**src/rtl/seven_seg_scan_ctrl_if.sv**
```systemverilog
// Bundle of display-control inputs and scan outputs shared by the
// scan controller (slave) and whoever drives it (master).
interface seven_seg_scan_ctrl_if #(
    parameter int DIGITS = 4
) ();
    localparam int IW = (DIGITS > 1) ? $clog2(DIGITS) : 1;

    logic                  enable;
    logic [DIGITS-1:0]     digit_mask;
    logic [4*DIGITS-1:0]   values;
    logic [DIGITS-1:0]     dp;
    logic [DIGITS-1:0]     anode;
    logic [6:0]            seg;
    logic                  dp_out;
    logic [IW-1:0]         digit_idx;
    logic                  frame_tick;

    modport master (
        output enable, digit_mask, values, dp,
        input  anode, seg, dp_out, digit_idx, frame_tick
    );

    modport slave (
        input  enable, digit_mask, values, dp,
        output anode, seg, dp_out, digit_idx, frame_tick
    );
endinterface

```
**src/rtl/seven_seg_scan_ctrl.sv**
```systemverilog
// Multiplexed seven-segment scanner: rotates through unmasked digits,
// holding each for DWELL cycles, and drives anode/segment/dp lines.
module seven_seg_scan_ctrl #(
    parameter int DIGITS     = 4,
    parameter int DWELL      = 4,
    parameter bit ACTIVE_LOW = 1'b1
) (
    input  logic                  clk,
    input  logic                  reset,
    seven_seg_scan_ctrl_if.slave  bus
);
    localparam int IW = (DIGITS > 1) ? $clog2(DIGITS) : 1;
    localparam int CW = (DWELL > 1) ? $clog2(DWELL) : 1;
    localparam logic [CW-1:0] CNT_LAST = CW'(DWELL - 1);

    logic [IW-1:0] idx_q, idx_d;
    logic [CW-1:0] cnt_q, cnt_d;
    logic          tick_q, tick_d;

    logic [IW-1:0] next_idx;
    logic [IW-1:0] cand;
    logic          found;
    logic          advance;

    logic [3:0]        cur_nibble;
    logic              cur_masked;
    logic              cur_dp;
    logic              active;
    logic [DIGITS-1:0] anode_ah;
    logic [6:0]        seg_ah;
    logic              dp_ah;

    function automatic logic [6:0] hex_to_seg(input logic [3:0] n);
        case (n)
            4'h0: hex_to_seg = 7'h3F;
            4'h1: hex_to_seg = 7'h06;
            4'h2: hex_to_seg = 7'h5B;
            4'h3: hex_to_seg = 7'h4F;
            4'h4: hex_to_seg = 7'h66;
            4'h5: hex_to_seg = 7'h6D;
            4'h6: hex_to_seg = 7'h7D;
            4'h7: hex_to_seg = 7'h07;
            4'h8: hex_to_seg = 7'h7F;
            4'h9: hex_to_seg = 7'h6F;
            4'hA: hex_to_seg = 7'h77;
            4'hB: hex_to_seg = 7'h7C;
            4'hC: hex_to_seg = 7'h39;
            4'hD: hex_to_seg = 7'h5E;
            4'hE: hex_to_seg = 7'h79;
            default: hex_to_seg = 7'h71;
        endcase
    endfunction

    // Circular upward search starting after idx; the last candidate is idx itself.
    always_comb begin
        next_idx = idx_q;
        found    = 1'b0;
        cand     = '0;
        for (int k = 1; k <= DIGITS; k++) begin
            cand = IW'((int'(idx_q) + k) % DIGITS);
            if (!found && !bus.digit_mask[cand]) begin
                next_idx = cand;
                found    = 1'b1;
            end
        end
    end

    always_comb begin
        cnt_d   = cnt_q;
        idx_d   = idx_q;
        tick_d  = 1'b0;
        advance = 1'b0;
        if (bus.enable) begin
            if (cnt_q == CNT_LAST) begin
                cnt_d   = '0;
                advance = 1'b1;
            end else begin
                cnt_d = cnt_q + 1'b1;
            end
        end
        // A fully masked display never moves, so it never reports a frame wrap.
        if (advance && found) begin
            idx_d  = next_idx;
            tick_d = (next_idx <= idx_q);
        end
    end

    always_ff @(posedge clk) begin
        if (reset) begin
            idx_q  <= '0;
            cnt_q  <= '0;
            tick_q <= 1'b0;
        end else begin
            idx_q  <= idx_d;
            cnt_q  <= cnt_d;
            tick_q <= tick_d;
        end
    end

    // Display outputs follow the live inputs so mask/value edits show up at once.
    always_comb begin
        cur_nibble = '0;
        cur_masked = 1'b1;
        cur_dp     = 1'b0;
        for (int i = 0; i < DIGITS; i++) begin
            if (IW'(i) == idx_q) begin
                cur_nibble = bus.values[4*i +: 4];
                cur_masked = bus.digit_mask[i];
                cur_dp     = bus.dp[i];
            end
        end
        active   = bus.enable && !cur_masked;
        anode_ah = '0;
        seg_ah   = '0;
        dp_ah    = 1'b0;
        if (active) begin
            anode_ah[idx_q] = 1'b1;
            seg_ah          = hex_to_seg(cur_nibble);
            dp_ah           = cur_dp;
        end
    end

    assign bus.anode      = ACTIVE_LOW ? ~anode_ah : anode_ah;
    assign bus.seg        = ACTIVE_LOW ? ~seg_ah   : seg_ah;
    assign bus.dp_out     = ACTIVE_LOW ? ~dp_ah    : dp_ah;
    assign bus.digit_idx  = idx_q;
    assign bus.frame_tick = tick_q && bus.enable;
endmodule

```
**src/flat_wrapper.sv**
```systemverilog
// flat-port wrapper written by rule: the top's interface ports become plain ports
module seven_seg_scan_ctrl_flat 
#(
    parameter int DIGITS     = 4,
    parameter int DWELL      = 4,
    parameter bit ACTIVE_LOW = 1'b1
)
  (clk, reset, bus_enable, bus_digit_mask, bus_values, bus_dp, bus_anode, bus_seg, bus_dp_out, bus_digit_idx, bus_frame_tick);
  seven_seg_scan_ctrl_if #(.DIGITS(DIGITS)) bus_i ();
  input  logic clk;
  input  logic reset;
  input wire logic [$bits(bus_i.enable)-1:0] bus_enable;
  input wire logic [$bits(bus_i.digit_mask)-1:0] bus_digit_mask;
  input wire logic [$bits(bus_i.values)-1:0] bus_values;
  input wire logic [$bits(bus_i.dp)-1:0] bus_dp;
  output wire logic [$bits(bus_i.anode)-1:0] bus_anode;
  output wire logic [$bits(bus_i.seg)-1:0] bus_seg;
  output wire logic [$bits(bus_i.dp_out)-1:0] bus_dp_out;
  output wire logic [$bits(bus_i.digit_idx)-1:0] bus_digit_idx;
  output wire logic [$bits(bus_i.frame_tick)-1:0] bus_frame_tick;
  assign bus_i.enable = bus_enable;
  assign bus_i.digit_mask = bus_digit_mask;
  assign bus_i.values = bus_values;
  assign bus_i.dp = bus_dp;
  assign bus_anode = bus_i.anode;
  assign bus_seg = bus_i.seg;
  assign bus_dp_out = bus_i.dp_out;
  assign bus_digit_idx = bus_i.digit_idx;
  assign bus_frame_tick = bus_i.frame_tick;
  seven_seg_scan_ctrl #(.DIGITS(DIGITS), .DWELL(DWELL), .ACTIVE_LOW(ACTIVE_LOW)) u_core (.clk(clk), .reset(reset), .bus(bus_i));
endmodule
```
**config.mk**
```make
export PLATFORM = sky130hd
export DESIGN_NAME = seven_seg_scan_ctrl_flat
export DESIGN_NICKNAME = d
export VERILOG_FILES = /design/src/rtl/seven_seg_scan_ctrl_if.sv /design/src/rtl/seven_seg_scan_ctrl.sv /design/src/flat_wrapper.sv
export SDC_FILE = /design/constraint.sdc
export NUM_CORES = 1
export LEC_CHECK = 0
export CAP_MARGIN = 20
export CORE_MARGIN = 2
export CORE_UTILIZATION = 30
export DETAILED_ROUTE_END_ITERATION = 16
export GPL_ROUTABILITY_DRIVEN = 0
export PLACE_DENSITY_LB_ADDON = 0.25
export SYNTH_ARGS = -nofsm -noshare
export SYNTH_HDL_FRONTEND = slang
export SYNTH_SLANG_ARGS = --single-unit
export TNS_END_PERCENT = 1
```
**constraint.sdc**
```tcl
create_clock -name clk -period 3.6 [get_ports clk]
set_clock_uncertainty 0.15 [all_clocks]
set_input_delay 0.72 -clock clk [delete_from_list [all_inputs] [get_ports clk]]
set_output_delay 0.72 -clock clk [all_outputs]
set_load 0.005 [all_outputs]
```
==> results of run 1 <==
==> flip-flops by register name, summed over array words and instances (netlist names) <==
| register | cells |
|---|---|
| u_core.tick_q | 1 |
| u_core.cnt_q | 2 |
| u_core.bus.digit_idx | 2 |
==> worst max-delay path: stages <==
cell	delay, ns
clkdlybuf4s50_1	0.46
nand2_1	0.05
o211ai_1	0.27
nand2_2	0.10
inv_2	0.07
ha_1	0.16
buf_4	0.11
mux2i_1	0.06
o211ai_1	0.17
clkdlybuf4s50_1	0.52
==> routing by layer <==
metal,track usage,vias up,part of all wire
met5,0,-,0
met4,0.0497,0,0
met3,0.0210,0,0.055
met2,0.309,36,0.50
met1,0.213,553,0.44
li1,-,604,-
==> cells by family after synthesis <==
logic type / share of synthesized area
DFF: 0.102
xor gates and xnor gates: 0.00891
muxes: 0.173
buffers and inverters: 0.0763
AOI/OAI and AO/OA: 0.300
adders and majority gates: 0.127
and+or+nand+nor: 0.212
==> worst min-delay path by stage <==
| stage | cells past startpoint | endpoint | slack, ns | start |
|---|---|---|---|---|
| after detailed placement | 2 | u_core.cnt_q[1] | 0.34 | u_core.cnt_q[1] |
| after global placement | 2 | u_core.cnt_q[1] | 0.33 | u_core.cnt_q[1] |
| final | 2 | u_core.cnt_q[1] | 0.35 | u_core.cnt_q[1] |
| after global routing | 2 | u_core.cnt_q[1] | 0.44 | u_core.cnt_q[1] |
| after floorplan | 2 | u_core.cnt_q[1] | 0.31 | u_core.cnt_q[1] |
| after CTS | 2 | u_core.cnt_q[1] | 0.36 | u_core.cnt_q[1] |
==> what timing repair did <==
item,4_1_cts,5_1_grt
gates cloned,0,0
resized for setup,9,12
setup endpoints to repair,7,6
setup buffers,0,2
pin swaps,1,3
==> synthesized netlist by cell type <==
cell	number	share of area
xnor2_1	1	0.0089
a221oi_1	1	0.0089
and2_1	2	0.013
inv_2	2	0.0076
mux2i_1	8	0.081
o22ai_1	1	0.0064
a21boi_0	1	0.0076
and3_1	1	0.0064
o22a_1	4	0.036
nor3_1	3	0.015
nand2b_1	1	0.0064
nand2_1	18	0.069
nor2_2	1	0.0064
clkbuf_1	1	0.0038
nand3_1	7	0.036
a211oi_2	1	0.013
mux4_2	3	0.069
a32o_1	2	0.020
o311ai_1	2	0.018
o31ai_1	1	0.0076
a22oi_1	1	0.0076
a22oi_2	1	0.013
o211ai_1	4	0.031
nor2_1	7	0.027
mux2_1	2	0.023
nand4_1	1	0.0064
buf_6	1	0.011
inv_1	10	0.038
buf_2	3	0.015
o21ai_0	4	0.020
dfxtp_1	5	0.10
ha_1	10	0.13
nand3b_1	2	0.015
o21ai_1	3	0.015
a22o_1	1	0.0089
o221ai_1	3	0.027
a21boi_2	1	0.011
or3_1	1	0.0064
nand2_2	1	0.0064
a21oi_1	8	0.041
a31o_2	1	0.0089
==> cell type report <==
cell class	count	area (um^2)	area share
clock buffers	4	26.3	0.0160
flip-flops and latches	5	104	0.0632
repair buffers	58	543	0.331
multi-input cells	109	870	0.529
well taps	44	55.1	0.0335
inverters	12	45.0	0.0274
==> power by group <==
group / total, mW / switching [mW] / internal, mW
Combinational: 0.141 / 0.0612 / 0.0796
Clock: 0.0653 / 0.0233 / 0.0419
Sequential: 0.0587 / 0.00159 / 0.0571
Total: 0.265 / 0.0861 / 0.179
==> flow_metrics.py, run 1 <==
metrics = {
    "layout": {
        "fill_cells": 309,
        "syn2layout_area_growth_pct": 67.0,
        "final_common_cell": "clkdlybuf4s50_1",
        "finalNetCount": 226,
        "fin_util": 0.534,
        "stdcell_count": 232,
        "final_cell_mix": "clkdlybuf4s50_1, nand2_1, buf_4",
        "num_antenna_cells": 0,
        "fin_area_mm2": 0.00164,
        "drive_gt1_frac": 0.234,
    },
    "synthesis": {
        "synth_seq_cells": 5,
        "synthesis.nets": 168,
        "synthesis.area_um2": 983,
        "yosysSeqAreaShare": 0.102,
        "syn_inst": 131,
        "synth_cell_types": 41,
        "avgSynthCellArea_um2": 7.51,
        "yosysWarningCount": 0,
    },
    "global_route": {
        "antenna_found_initial": 0,
        "grt_pass1_vias": 1152,
        "grtUsageTotal": 0.172,
        "globalRouteOverflowTotal": 0,
        "grt_pass1_wl_um": 4950,
        "grt_max_degree": 11,
    },
    "die": {
        "initial_core_util": 0.320,
        "row_count": 20,
        "core_mm2": 0.00308,
        "dieHeight_um": 61.3,
        "die-area_mm2": 0.00375,
        "die_w_um": 61.3,
        "num_io_pins": 42,
    },
    "min_path": {
        "hp-class": "reg2reg",
    },
    "critical_path": {
        "start_kind": "primary input",
        "r2r-end": "u_core.tick_q",
        "critPathCaptureType": "primary output",
        "critPathLaunch": "bus_values[1]",
        "r2r-start": "u_core.bus.digit_idx[0]",
        "crit_fanout": 2,
        "worstPathArrival_ns": 2.68,
        "crit_type": "in2out",
        "critPathRequiredTime_ns": 2.73,
        "endpoint": "bus_seg[5]",
        "r2r_setup_slack_ns": 0.90,
        "reg2reg_depth": 10,
    },
    "clocking": {
        "cts_sinks": 5,
        "clk_transition_reported_paths_ns": 0.05,
        "cts_tree": "done",
        "ctsHoldBuffers": 0,
        "clk_latency_ns": 0.24,
        "cts_made_buffers": 3,
        "cts_root_buf": "clkbuf_4",
        "clock_tree.buffer_depth": 2,
        "htreeDepth": 1,
    },
    "sta": {
        "clock.fmax_mhz": 282,
        "rsz0062_at_grt": "true",
        "setup_slack_ns": 0.0549,
        "setup_viol": 0,
        "tightest_slew_ns": 0.424,
        "relSlewSlack": 0.717,
        "tns_ns": 0,
        "finalCritPeriodShare": 0.985,
        "min_period_ns": 3.55,
        "report.final.hold_viol_count": 0,
        "drv_slew": 0,
        "hold_ws_ns": 0.350,
    },
    "detailed_routing": {
        "ant_nets": 0,
        "dr_total_vias": 1193,
        "drc": 0,
        "detail_route.wl_per_cell_um": 13.8,
        "drt-initial-drc-count": 69,
        "via_per_inst": 5.14,
        "wirelength_um": 3200,
        "dr.pass1.iters": 4,
    },
    "place": {
        "placed_cell_area_mm2": 0.00153,
        "port_buffers": 41,
        "dp.cells": 226,
        "dpl.hpwl_um": 2420,
        "dp_slack_ns": -0.0702,
    },
    "outcome": {
        "status": "finished, final reports clean",
    },
    "power": {
        "power_density_mw_per_mm2": 161,
        "max-vdd-ir-drop_v": 0.000140,
        "power_uw": 265,
        "power.leakage_nw": 0.650,
    },
    "job": {
        "maxCapViolations": 0,
    },
}
Note: power is estimated with default switching activity, not from simulation.
==> run 2, diff against run 1 <==
--- a/config.mk
+++ b/config.mk
@@ -5,7 +5,6 @@
 export SDC_FILE = /design/constraint.sdc
 export NUM_CORES = 1
 export LEC_CHECK = 0
-export CAP_MARGIN = 20
 export CORE_MARGIN = 2
 export CORE_UTILIZATION = 30
 export DETAILED_ROUTE_END_ITERATION = 16
==> constraint.sdc (replaced) <==
create_clock -name clk -period 3.4 [get_ports clk]
set_clock_uncertainty 0.15 [all_clocks]
set_input_delay 0.68 -clock clk [delete_from_list [all_inputs] [get_ports clk]]
set_output_delay 0.68 -clock clk [all_outputs]
set_load 0.005 [all_outputs]
==> flow_metrics.py, run 2 (synthesized netlist as in run 1, its figures left out) <==
metrics = {
    "critical_path": {
        "crit_fanout": 5,
        "critPathRequiredTime_ns": 2.57,
        "critPathLaunch": "bus_values[1]",
        "reg2reg_depth": 10,
        "critPathCaptureType": "primary output",
        "r2r_setup_slack_ns": 0.85,
        "r2r-start": "u_core.bus.digit_idx[1]",
        "max_stage_delay_ns": 0.50,
        "cp_cell_sequence": "clkdlybuf4s50_1 -> nand2_1 -> o211ai_1 -> buf_4 -> a211oi_2 -> buf_4 -> o31ai_1 -> a31o_2 -> clkdlybuf4s50_1",
        "start_kind": "primary input",
        "worstPathArrival_ns": 2.67,
        "cpMaxStageDelayCell": "clkdlybuf4s50_1",
        "crit_type": "in2out",
    },
    "die": {
        "dieHeight_um": 61.3,
        "die_w_um": 61.3,
        "core_mm2": 0.00308,
        "num_io_pins": 42,
        "row_count": 20,
        "die-area_mm2": 0.00375,
        "initial_core_util": 0.320,
    },
    "sta": {
        "min_period_ns": 3.50,
        "drv_slew": 0,
        "tns_ns": -0.186,
        "hold_ws_ns": 0.354,
        "finalCritPeriodShare": 1.03,
        "setup_slack_ns": -0.0985,
        "setup_viol": 2,
        "rsz0062_at_grt": "true",
        "clock.fmax_mhz": 286,
        "tightest_slew_ns": 0.381,
        "report.final.hold_viol_count": 0,
        "relSlewSlack": 0.745,
    },
    "power": {
        "max-vdd-ir-drop_v": 0.000163,
        "swShare": 0.328,
        "combPwrFrac": 0.526,
        "power_density_mw_per_mm2": 170,
        "power_frac_seq": 0.218,
        "netSwitchingPower_uw": 94.6,
        "power_uw": 288,
        "p_int_uw": 193,
        "clock_power_share": 0.256,
        "power.leakage_nw": 0.684,
    },
    "global_route": {
        "grtUsageTotal": 0.167,
        "antenna_found_initial": 0,
        "grt_pass1_vias": 1191,
        "globalRouteOverflowTotal": 0,
        "grt_max_degree": 11,
        "grt_pass1_wl_um": 4840,
    },
    "min_path": {
        "holdPathStages": 2,
        "hp-start": "u_core.cnt_q[1]",
        "hp-class": "reg2reg",
    },
    "layout": {
        "syn2layout_area_growth_pct": 72.0,
        "final_cell_mix": "clkdlybuf4s50_1, buf_4, nand2_1",
        "finalNetCount": 234,
        "num_antenna_cells": 0,
        "drive_gt1_frac": 0.281,
        "final_common_cell": "clkdlybuf4s50_1",
        "fin_util": 0.550,
        "fin_area_mm2": 0.00169,
    },
    "clocking": {
        "clk_transition_reported_paths_ns": 0.05,
        "clk_latency_ns": 0.25,
        "cts_made_buffers": 3,
        "cts_sinks": 5,
        "clock_tree.buffer_depth": 2,
        "htreeDepth": 1,
        "ctsHoldBuffers": 0,
        "cts_tree": "done",
        "cts_root_buf": "clkbuf_4",
    },
    "outcome": {
        "violations": "setup timing",
        "status": "finished with violations",
    },
    "detailed_routing": {
        "dr_total_vias": 1218,
        "detail_route.wl_per_cell_um": 13.1,
        "ant_nets": 0,
        "drc": 0,
        "dr.pass1.iters": 4,
        "via_per_inst": 5.08,
        "drt-initial-drc-count": 58,
        "wirelength_um": 3130,
    },
    "job": {
        "maxCapViolations": 0,
    },
    "place": {
        "port_buffers": 41,
        "placed_cell_area_mm2": 0.00160,
        "dpl.hpwl_um": 2490,
    },
}
## run 2: final timing paths
check,to
worst min register to register,u_core.cnt_q[1]
worst max-delay path,bus_seg[1]
worst min-delay path,u_core.cnt_q[1]
worst max register to register,u_core.tick_q
## run 2: per-layer routing
metal / vias to the layer above / part of all wire / track usage / wire, um
met4: 0 / 0.024 / 0.0901 / 75
met1: 551 / 0.45 / 0.213 / 1420
met5: - / 0 / 0 / 0
met3: 8 / 0.070 / 0.0126 / 219
li1: 618 / - / - / -
met2: 41 / 0.45 / 0.280 / 1420
## run 2: power by group through the flow
stage               registers (mW)  logic, mW  clock network, mW
floorplan                   0.0637     0.0657                  0
global placement            0.0638      0.144                  0
detailed placement          0.0639      0.147                  0
CTS                         0.0628      0.151             0.0758
global route                0.0631      0.165             0.0792
finish                      0.0628      0.151             0.0738
## run 2: layout make-up
class	instances	area (um^2)
fillers	302	1390
multi-input cells	109	863
repair buffers	66	599
flip-flops and latches	5	103
well taps	44	55.1
inverters	12	45.0
clock buffers	4	26.3
## run 2: timing repair
action                     in CTS  in global routing
setup buffers                   1                  0
cloned                          0                  0
gates resized for setup        11                 12
setup endpoints to repair       7                 11
pin swaps                       1                  5
## run 2: worst max-delay path, delay by kind of cell
family	cells	cell delay (ns)
buffers and inverters	4	1.28
AO/OA/AOI/OAI	4	0.65
AND/OR/NAND/NOR	1	0.05
## run 2: through the flow
stage	setup slack (ns)	instances
detailed placement	-0.195	235
finish	-0.0985	240
CTS	-0.131	240
floorplan	0.476	131
global route	-0.208	240
global placement	-0.179	235
==> run 3, diff against run 2 <==
--- a/config.mk
+++ b/config.mk
@@ -9,7 +9,7 @@
 export CORE_UTILIZATION = 30
 export DETAILED_ROUTE_END_ITERATION = 16
 export GPL_ROUTABILITY_DRIVEN = 0
-export PLACE_DENSITY_LB_ADDON = 0.25
+export PLACE_DENSITY = 0.65
 export SYNTH_ARGS = -nofsm -noshare
 export SYNTH_HDL_FRONTEND = slang
 export SYNTH_SLANG_ARGS = --single-unit
==> flow_metrics.py, run 3 (synthesized netlist as in run 1, its figures left out) <==
metrics = {
    "outcome": {
        "status": "finished with violations",
        "violations": "setup timing",
    },
    "clocking": {
        "clk_latency_ns": 0.23,
        "clock_tree.buffer_depth": 2,
        "htreeDepth": 1,
        "cts_tree": "done",
        "cts_root_buf": "clkbuf_4",
        "ctsHoldBuffers": 0,
        "cts_made_buffers": 3,
        "clk_transition_reported_paths_ns": 0.04,
        "cts_sinks": 5,
    },
    "global_route": {
        "grt_max_degree": 11,
        "globalRouteOverflowTotal": 0,
        "grt_pass1_vias": 1149,
        "antenna_found_initial": 0,
        "grt_pass1_wl_um": 4840,
        "grtUsageTotal": 0.167,
    },
    "critical_path": {
        "crit_fanout": 6,
        "critPathCaptureType": "primary output",
        "critPathRequiredTime_ns": 2.57,
        "worstPathArrival_ns": 2.65,
        "crit_type": "in2out",
        "start_kind": "primary input",
    },
    "place": {
        "dp.cells": 236,
        "port_buffers": 41,
        "dpl.hpwl_um": 2550,
        "placed_cell_area_mm2": 0.00161,
        "dp_slack_ns": -0.235,
    },
    "layout": {
        "final_cell_mix": "clkdlybuf4s50_1, buf_4, nand2_1",
        "syn2layout_area_growth_pct": 72.5,
        "final_common_cell": "clkdlybuf4s50_1",
        "stdcell_count": 241,
        "fin_area_mm2": 0.00170,
        "finalNetCount": 235,
        "drive_gt1_frac": 0.254,
        "num_antenna_cells": 0,
        "fill_cells": 300,
        "fin_util": 0.551,
    },
    "detailed_routing": {
        "drc": 0,
        "dr_total_vias": 1246,
        "dr.pass1.iters": 4,
        "wirelength_um": 3160,
        "drt-initial-drc-count": 68,
        "ant_nets": 0,
        "via_per_inst": 5.17,
        "detail_route.wl_per_cell_um": 13.1,
    },
    "sta": {
        "rsz0062_at_grt": "true",
        "setup_slack_ns": -0.0830,
        "tns_ns": -0.171,
        "min_period_ns": 3.48,
        "finalCritPeriodShare": 1.02,
        "tightest_slew_ns": 0.372,
        "clock.fmax_mhz": 287,
        "setup_viol": 3,
        "drv_slew": 0,
        "report.final.hold_viol_count": 0,
        "relSlewSlack": 0.752,
        "hold_ws_ns": 0.357,
    },
    "job": {
        "maxCapViolations": 0,
    },
    "die": {
        "core_mm2": 0.00308,
        "initial_core_util": 0.320,
        "num_io_pins": 42,
        "dieHeight_um": 61.3,
        "die-area_mm2": 0.00375,
        "die_w_um": 61.3,
        "row_count": 20,
    },
    "power": {
        "combPwrFrac": 0.541,
        "power_uw": 283,
        "clock_power_share": 0.236,
        "power.leakage_nw": 0.691,
        "swShare": 0.314,
        "power_frac_seq": 0.223,
        "netSwitchingPower_uw": 88.9,
        "power_density_mw_per_mm2": 167,
        "max-vdd-ir-drop_v": 0.000195,
        "p_int_uw": 194,
    },
    "min_path": {
        "hp-class": "reg2reg",
    },
}
==> run 3: cell count changes in the layout (fill, tap and decap cells not counted), sizes merged <==
cell / previous run / this run
buf: 25 / 26
clkdlybuf4s50: 36 / 37
dlygate4sd2: 3 / 2
==> run 3: area by class of cell <==
cell class / instances / area (um^2) / share of cell area
clock buffer: 4 / 26.3 / 0.0155
inverter: 12 / 45.0 / 0.0265
multi-input combinational: 109 / 861 / 0.507
sequential: 5 / 101 / 0.0597
tap: 44 / 55.1 / 0.0324
timing repair buffer: 67 / 608 / 0.358
==> run 3: worst paths after layout <==
path,start,to,slack [ns],depth (start not counted)
setup / recovery,bus_values[1],bus_seg[3],-0.08,8
hold / removal,u_core.cnt_q[1],u_core.cnt_q[1],0.36,2
setup reg to reg,u_core.bus.digit_idx[0],u_core.tick_q,0.71,10
hold reg to reg,u_core.cnt_q[1],u_core.cnt_q[1],0.36,2
==> run 3: layer usage <==
layer	global-route usage	wire (um)	up-vias
met5	0	0	-
met4	0.0311	7	0
met3	0.0273	209	2
met2	0.318	1590	34
met1	0.196	1350	576
li1	-	-	634
==> run 3: repair_timing <==
item	in CTS	in global routing
endpoints found under the setup margin	9	10
setup buffers	1	0
pin swaps	2	3
gates resized for setup	7	10
==> run 3: power groups by stage <==
| stage | clock, mW | combinational (mW) | sequential, mW |
|---|---|---|---|
| final | 0.0669 | 0.153 | 0.0630 |
| after global routing | 0.0747 | 0.167 | 0.0632 |
| after CTS | 0.0697 | 0.151 | 0.0629 |
| after floorplan | 0 | 0.0657 | 0.0637 |
| after global placement | 0 | 0.145 | 0.0637 |
| after detailed placement | 0 | 0.149 | 0.0639 |
==> run 3: worst max-delay path, cell delays in order <==
cell and delay [ns]:
clkdlybuf4s50_1 0.45, nand2_1 0.05, o211ai_1 0.24, nand2_2 0.11
buf_4 0.17, o311ai_2 0.30, o22a_1 0.16, clkdlybuf4s50_1 0.49
